**config.mk**
```make
export PLATFORM = sky130hd
export DESIGN_NAME = pwm_capture
export DESIGN_NICKNAME = d
export VERILOG_FILES = /design/src/rtl/pwm_capture.sv
export SDC_FILE = /design/constraint.sdc
export NUM_CORES = 1
export LEC_CHECK = 0
export BUFFER_PORTS_ARGS = -buffer_cell sky130_fd_sc_hd__buf_2
export CAP_MARGIN = 20
export CORE_MARGIN = 4
export CORE_UTILIZATION = 30
export CTS_CLUSTER_DIAMETER = 150
export DETAILED_ROUTE_END_ITERATION = 6
export SETUP_SLACK_MARGIN = 0.15
export SYNTH_ARGS = -nofsm -noshare
export SYNTH_HDL_FRONTEND = slang
export SYNTH_SLANG_ARGS = --single-unit
```
**constraint.sdc**
```tcl
create_clock -name clk -period 2 [get_ports clk]
set_input_delay 0.1 -clock clk [delete_from_list [all_inputs] [get_ports clk]]
set_output_delay 0.1 -clock clk [all_outputs]
set_load 0.01 [all_outputs]
```
**src/rtl/pwm_capture.sv**
```systemverilog
// -----------------------------------------------------------------------------
// pwm_capture
//
// Measures an external PWM waveform. It reports the period (rising edge to
// rising edge) and the high time, both counted in clk cycles. It is the
// counterpart of the PWM generator and is used for loopback self-test as well
// as for measuring PWM signals that arrive from outside the chip.
//
// The asynchronous pwm_in is first passed through a synchroniser and then
// edge-detected. A small FSM times the synchronised waveform. Each finished
// measurement is published to the register interface through a valid/ack
// handshake. Sticky flags report three conditions: an overwritten result, a
// line stuck high, and a line stuck low.
//
// Parameters
//   CNT_W        width of counters, timeout and result registers
//   SYNC_STAGES  number of flops in the pwm_in synchroniser (>= 2)
//
// Ports
//   clk          peripheral clock
//   rst_n        synchronous, active-low reset
//   cap_en       capture enable; 0 = idle and clear status
//   pwm_in       asynchronous PWM input
//   timeout      stuck-level limit in cycles; 0 disables the check
//   cap_ack      consumer acknowledge; clears cap_valid
//   cap_period   last measured period in cycles
//   cap_high     last measured high time in cycles
//   cap_valid    result pending, held until cap_ack
//   cap_overrun  sticky: a result was overwritten while still unacknowledged
//   stuck_hi     sticky: input stayed high for timeout cycles
//   stuck_lo     sticky: input stayed low until the count reached timeout
// -----------------------------------------------------------------------------
module pwm_capture #(
  parameter int CNT_W       = 16,
  parameter int SYNC_STAGES = 2
) (
  input  logic             clk,
  input  logic             rst_n,
  input  logic             cap_en,
  input  logic             pwm_in,
  input  logic [CNT_W-1:0] timeout,
  input  logic             cap_ack,
  output logic [CNT_W-1:0] cap_period,
  output logic [CNT_W-1:0] cap_high,
  output logic             cap_valid,
  output logic             cap_overrun,
  output logic             stuck_hi,
  output logic             stuck_lo
);

  localparam logic [1:0] ST_IDLE      = 2'd0;
  localparam logic [1:0] ST_WAIT_RISE = 2'd1;
  localparam logic [1:0] ST_HIGH      = 2'd2;
  localparam logic [1:0] ST_LOW       = 2'd3;

  localparam logic [CNT_W-1:0] CNT_ONE = CNT_W'(1);
  localparam logic [CNT_W-1:0] CNT_MAX = '1;

  logic [SYNC_STAGES-1:0] sync_q;
  logic                   s;
  logic                   s_d;
  logic                   rise;
  logic                   fall;

  logic [1:0]             state;
  logic [CNT_W-1:0]       cnt;
  logic [CNT_W-1:0]       cnt_next_sat;
  logic [CNT_W-1:0]       hi_cnt;
  logic                   timeout_hit;
  logic                   publish;

  // The synchroniser and edge-detect delay keep running while capture is
  // disabled. Re-enabling therefore never sees a stale level as a fresh edge.
  always_ff @(posedge clk) begin
    if (!rst_n) begin
      sync_q <= '0;
      s_d    <= 1'b0;
    end else begin
      sync_q <= {sync_q[SYNC_STAGES-2:0], pwm_in};
      s_d    <= sync_q[SYNC_STAGES-1];
    end
  end

  assign s    = sync_q[SYNC_STAGES-1];
  assign rise = s & ~s_d;
  assign fall = ~s & s_d;

  // Event decode shared by the FSM and the result registers.
  // When a timeout and a real edge land in the same cycle, the timeout wins:
  // the level has then lasted the full limit, so the measurement is dropped.
  always_comb begin
    cnt_next_sat = (cnt == CNT_MAX) ? cnt : cnt + CNT_ONE;
    timeout_hit  = 1'b0;
    if ((timeout != '0) && (cnt == timeout) &&
        ((state == ST_HIGH) || (state == ST_LOW))) begin
      timeout_hit = 1'b1;
    end
    publish = (state == ST_LOW) && rise && !timeout_hit;
  end

  // Measurement FSM and counters.
  // cnt restarts at 1 in the cycle after a rise and counts every cycle through
  // the high and low phases. Its value in the next rise cycle is therefore the
  // full period. It saturates instead of wrapping, so an over-long period
  // reads back as all-ones.
  always_ff @(posedge clk) begin
    if (!rst_n) begin
      state  <= ST_IDLE;
      cnt    <= '0;
      hi_cnt <= '0;
    end else if (!cap_en) begin
      state  <= ST_IDLE;
      cnt    <= '0;
      hi_cnt <= '0;
    end else begin
      case (state)
        ST_IDLE: begin
          state <= ST_WAIT_RISE;
        end
        ST_WAIT_RISE: begin
          // The partial period that was in progress at enable (or after a
          // timeout) is discarded. Timing starts only at a genuine rise.
          if (rise) begin
            state <= ST_HIGH;
            cnt   <= CNT_ONE;
          end
        end
        ST_HIGH: begin
          if (timeout_hit) begin
            state <= ST_WAIT_RISE;
          end else begin
            cnt <= cnt_next_sat;
            if (fall) begin
              hi_cnt <= cnt;
              state  <= ST_LOW;
            end
          end
        end
        ST_LOW: begin
          if (timeout_hit) begin
            state <= ST_WAIT_RISE;
          end else if (rise) begin
            cnt   <= CNT_ONE;
            state <= ST_HIGH;
          end else begin
            cnt <= cnt_next_sat;
          end
        end
        default: begin
          state <= ST_IDLE;
        end
      endcase
    end
  end

  // Published results. They survive a cap_en drop so that software can still
  // read the last measurement after stopping capture. Only reset clears them.
  always_ff @(posedge clk) begin
    if (!rst_n) begin
      cap_period <= '0;
      cap_high   <= '0;
    end else if (cap_en && publish) begin
      cap_period <= cnt;
      cap_high   <= hi_cnt;
    end
  end

  // Handshake and overrun tracking.
  // An ack that arrives together with a publish consumes the old result, so
  // the new one is pending and nothing was lost. No overrun is flagged then.
  always_ff @(posedge clk) begin
    if (!rst_n) begin
      cap_valid   <= 1'b0;
      cap_overrun <= 1'b0;
    end else if (!cap_en) begin
      cap_valid   <= 1'b0;
      cap_overrun <= 1'b0;
    end else if (publish) begin
      cap_valid <= 1'b1;
      if (cap_valid && !cap_ack) begin
        cap_overrun <= 1'b1;
      end
    end else if (cap_ack) begin
      cap_valid <= 1'b0;
    end
  end

  // Stuck-level flags. They are sticky until the line produces a complete,
  // successfully published period again.
  always_ff @(posedge clk) begin
    if (!rst_n) begin
      stuck_hi <= 1'b0;
      stuck_lo <= 1'b0;
    end else if (!cap_en) begin
      stuck_hi <= 1'b0;
      stuck_lo <= 1'b0;
    end else if (publish) begin
      stuck_hi <= 1'b0;
      stuck_lo <= 1'b0;
    end else if (timeout_hit) begin
      if (state == ST_HIGH) begin
        stuck_hi <= 1'b1;
      end else begin
        stuck_lo <= 1'b1;
      end
    end
  end

endmodule
```
==> metrics.csv <==
stage,metric,value,unit
worst_setup_path,RR Endpoint,cnt[11]$_SDFFE_PN0P_,
worst_setup_path,Worst EP required,2.29,ns
sta,Tmin final,1.98,ns
grt,first-pass GRT wire length,14900,um
grt,overall routing resource usage,14.8,%
worst_setup_path,CP Buf/Inv Count,1,
worst_setup_path,reg2reg setup slack,0.02,ns
sta,Fmax,504,MHz
logic_synthesis,Post-synth EDFFs,0,
worst_hold_path,hold wc startpoint,cap_ack,
logic_synthesis,post-synthesis simple-gate area fraction,22.9,%
logic_synthesis,post-synth cell types,45,
sta,Max-slew headroom,61.5,%
logic_synthesis,ranking of synthesized cells by area,"dfxtp_1 (44%), mux2i_1 (9.6%), nor2b_1 (6.2%), a21oi_1 (5.0%), xor2_1 (4.2%)",
job,max cap viols,0,
run_status,status,finished clean,
die,core box area,10800,um^2
place,RD Place Congestion,0.898,
final_layout,Area growth syn-to-layout,42.3,%
final_layout,"commonest non-fill, non-tap cells in the layout","dfxtp_1 (59), buf_2 (56), buf_4 (35)",
clock_tree,worst-skew pair later-pin latency,0.36,ns
sta,TNS Setup,0,ns
worst_setup_path,Crit path largest cell delay,0.50,ns
worst_setup_path,crit path max fanout,5,
logic_synthesis,"FFs w/ async S/R, synth",0,%
logic_synthesis,#FFs+latches synth,73,
place,DP HPWL,6670,um
die,starting density of the core,30.7,%
worst_setup_path,Critical Path Source Type,flip-flop,
die,die area,12800,um^2
worst_setup_path,family with the most delay on the worst path,simple AND/OR/NAND/NOR gates,
grt,antenna violations before repair,0,
logic_synthesis,Post-synth top flop,dfxtp_1,
die,io pins,57,
clock_tree,Clock Sinks,73,
logic_synthesis,synth warn,0,
worst_hold_path,WHS Endpoint,cap_overrun$_SDFFE_PN0P_,
pwr,Pwr Total,2.97,mW
clock_tree,H-tree levels,3,
sta,fin. max-slew vios,0,
sta,worst-margin pin slew,0.576,ns
grt,GR Overflow Total,0,
grt,vias in the first global route,2883,
final_layout,fill count,1045,
worst_hold_path,hold depth,3,
place,input/output buffers,56,
clock_tree,Clock transition at path regs,0.07,ns
logic_synthesis,mux share of post-synthesis cell area,9.96,%
worst_setup_path,CP max stage cell,or4b_4,
clock_tree,Num CTS Buffers,9,
worst_setup_path,critical path class,reg2reg,
logic_synthesis,syn avg cell area,9.38,um^2
logic_synthesis,adder-cell area share of the yosys netlist,0.376,%
detailed_routing,Post-Route WL,9780,um
worst_setup_path,crit-path cells,"buf_6, ha_4, nand3_4, nor4_4, nand4_1, or4b_4, or3_4, a21oi_2",
pwr,Pwr Density,627,nW/um^2
final_layout,area of the multi-input gates,1900,um^2
clock_tree,Root Buffer,clkbuf_8,
grt,largest net degree at the start of global routing,36,
worst_setup_path,CP arrival,2.27,ns
die,FP Rows,38,
sta,RSZ-0062 raised after global routing,true,
final_layout,"commonest non-fill, non-tap cell in the layout",dfxtp_1,
logic_synthesis,xor and xnor area share after synthesis,4.21,%
pwr,Lkg Pwr,2.07,nW
detailed_routing,drt wl/cell,16.3,um
logic_synthesis,"Cell Area, Synth",3330,um^2
clock_tree,CTS tree,done,
final_layout,fin cells,598,
final_layout,final core utilization,43.7,%
logic_synthesis,share of the synthesized area in the top cell type,43.9,%
detailed_routing,DRT Pass-1 Iters,4,
pwr,worst vdd ir,316,uV
die,die height,113,um
final_layout,n_diodes,0,
sta,"Setup violations, final",0,
logic_synthesis,cell count after synthesis,355,
sta,Final Skew,0.00968,ns
final_layout,layout cells sized above 1,41.0,%
detailed_routing,drt initial violations,161,
worst_hold_path,Worst Hold Class,in2reg,
logic_synthesis,sequential area share after synthesis,43.9,%
logic_synthesis,Synth Area in Compound Gates,13.5,%
final_layout,# nets final,475,
worst_setup_path,FF-to-FF path depth,8,
sta,crit share post-route,99.2,%
worst_setup_path,crit end category,flip-flop,
detailed_routing,DRC,0,
logic_synthesis,largest family of logic cells by synthesized area,simple AND/OR/NAND/NOR gates,
die,chip width,113,um
sta,Final Hold Fails,0,
detailed_routing,Vias,2996,
detailed_routing,antenna-violating nets left,0,
detailed_routing,Via density,5.01,
place,placed cells,564,
clock_tree,clock buffer depth,2,
logic_synthesis,Syn Nets,377,
logic_synthesis,post-synth top area cell,dfxtp_1,
worst_setup_path,r2r startpoint,cnt[0]$_SDFFE_PN0P_,
final_layout,sequential cell area,1490,um^2
cell families after synthesis:
logic type,Yosys count
DFF,73
muxes,33
xor gates and xnor gates,16
buffers and inverters,30
AOI/OAI and AO/OA,75
and+or+nand+nor,127
adders and majority gates,1
cell type report:
cell class              count  share of cell area (%)
well taps                 140                    3.70
inverters                   2                   0.159
multi-input cells         252                    40.2
clock buffers              11                    2.77
repair buffers            115                    19.5
clock inverters             5                    2.19
flip-flops and latches     73                    31.4
cells in the mapped netlist, types with 2 or more instances:
master and instances:
a21oi_1 33, a22o_1 2, and2_1 4, and3_1 2
and4_1 2, buf_2 11, buf_4 2, buf_6 5
clkbuf_1 10, dfxtp_1 73, inv_1 2, mux2i_1 32
nand2_1 11, nand2b_1 2, nand3_1 25, nand4_1 7
nor2_1 8, nor2b_1 33, nor3_1 5, nor3b_1 3
nor4_1 5, nor4_2 2, o21a_1 3, o21ai_0 21
o31ai_1 8, or2_2 2, or3_1 3, or4_1 6
or4b_1 2, xor2_1 16
per-stage QoR:
stage | area, um^2 | hold slack, ns | worst slack [ns]
after floorplan | 3330 | 0.227 | 0.160
after global placement | 3970 | 0.321 | -0.0507
after detailed placement | 3970 | 0.327 | -0.0760
after CTS | 4420 | 0.0203 | 0.0715
after global routing | 4730 | 0.0677 | -0.0736
final | 4730 | 0.0347 | 0.0164
metal layers:
layer  global-route usage, %  part of all wire, %
met1                    19.2                   45
met2                    22.5                   47
met3                    3.90                  4.9
met4                    7.77                  3.2
met5                       0                    0
registers in the layout, summed over array words and instances (netlist names):
name	cells
stuck_lo	1
cap_high	16
cnt	16
state	2
sync_q	2
cap_valid	1
cap_period	16
s_d	1
stuck_hi	1
hi_cnt	16
cap_overrun	1
where the power goes:
group          internal (mW)  switching [mW]
clock network          0.830           0.559
logic                 0.0557          0.0694
registers               1.45         0.00410
total                   2.34           0.632
how the worst max path moves through the flow:
| stage | slack [ns] | to | cells past startpoint | from |
|---|---|---|---|---|
| after floorplan | 0.16 | cnt[11]$_SDFFE_PN0P_ | 7 | cnt[0]$_SDFFE_PN0P_ |
| after global placement | -0.05 | cnt[11]$_SDFFE_PN0P_ | 8 | cnt[0]$_SDFFE_PN0P_ |
| after detailed placement | -0.08 | cnt[11]$_SDFFE_PN0P_ | 8 | cnt[0]$_SDFFE_PN0P_ |
| after CTS | 0.07 | cnt[11]$_SDFFE_PN0P_ | 8 | cnt[0]$_SDFFE_PN0P_ |
| after global routing | -0.07 | cnt[11]$_SDFFE_PN0P_ | 8 | cnt[0]$_SDFFE_PN0P_ |
| final | 0.02 | cnt[11]$_SDFFE_PN0P_ | 8 | cnt[0]$_SDFFE_PN0P_ |
worst min-delay path: stages:
cell      delay [ns]
buf_2           0.08
nand2b_1        0.11
o31ai_1         0.06
what timing repair did:
| action | CTS | global route |
|---|---|---|
| setup endpoints to repair | 68 | 68 |
| resized for setup | 25 | 63 |
| hold buffers | 1 | 0 |
| pin swaps | 7 | 29 |
| hold endpoints to repair | 1 | 0 |
| buffers inserted | 5 | 8 |
| cloned | 2 | 2 |
No activity file was read; power rests on OpenSTA's default activity.
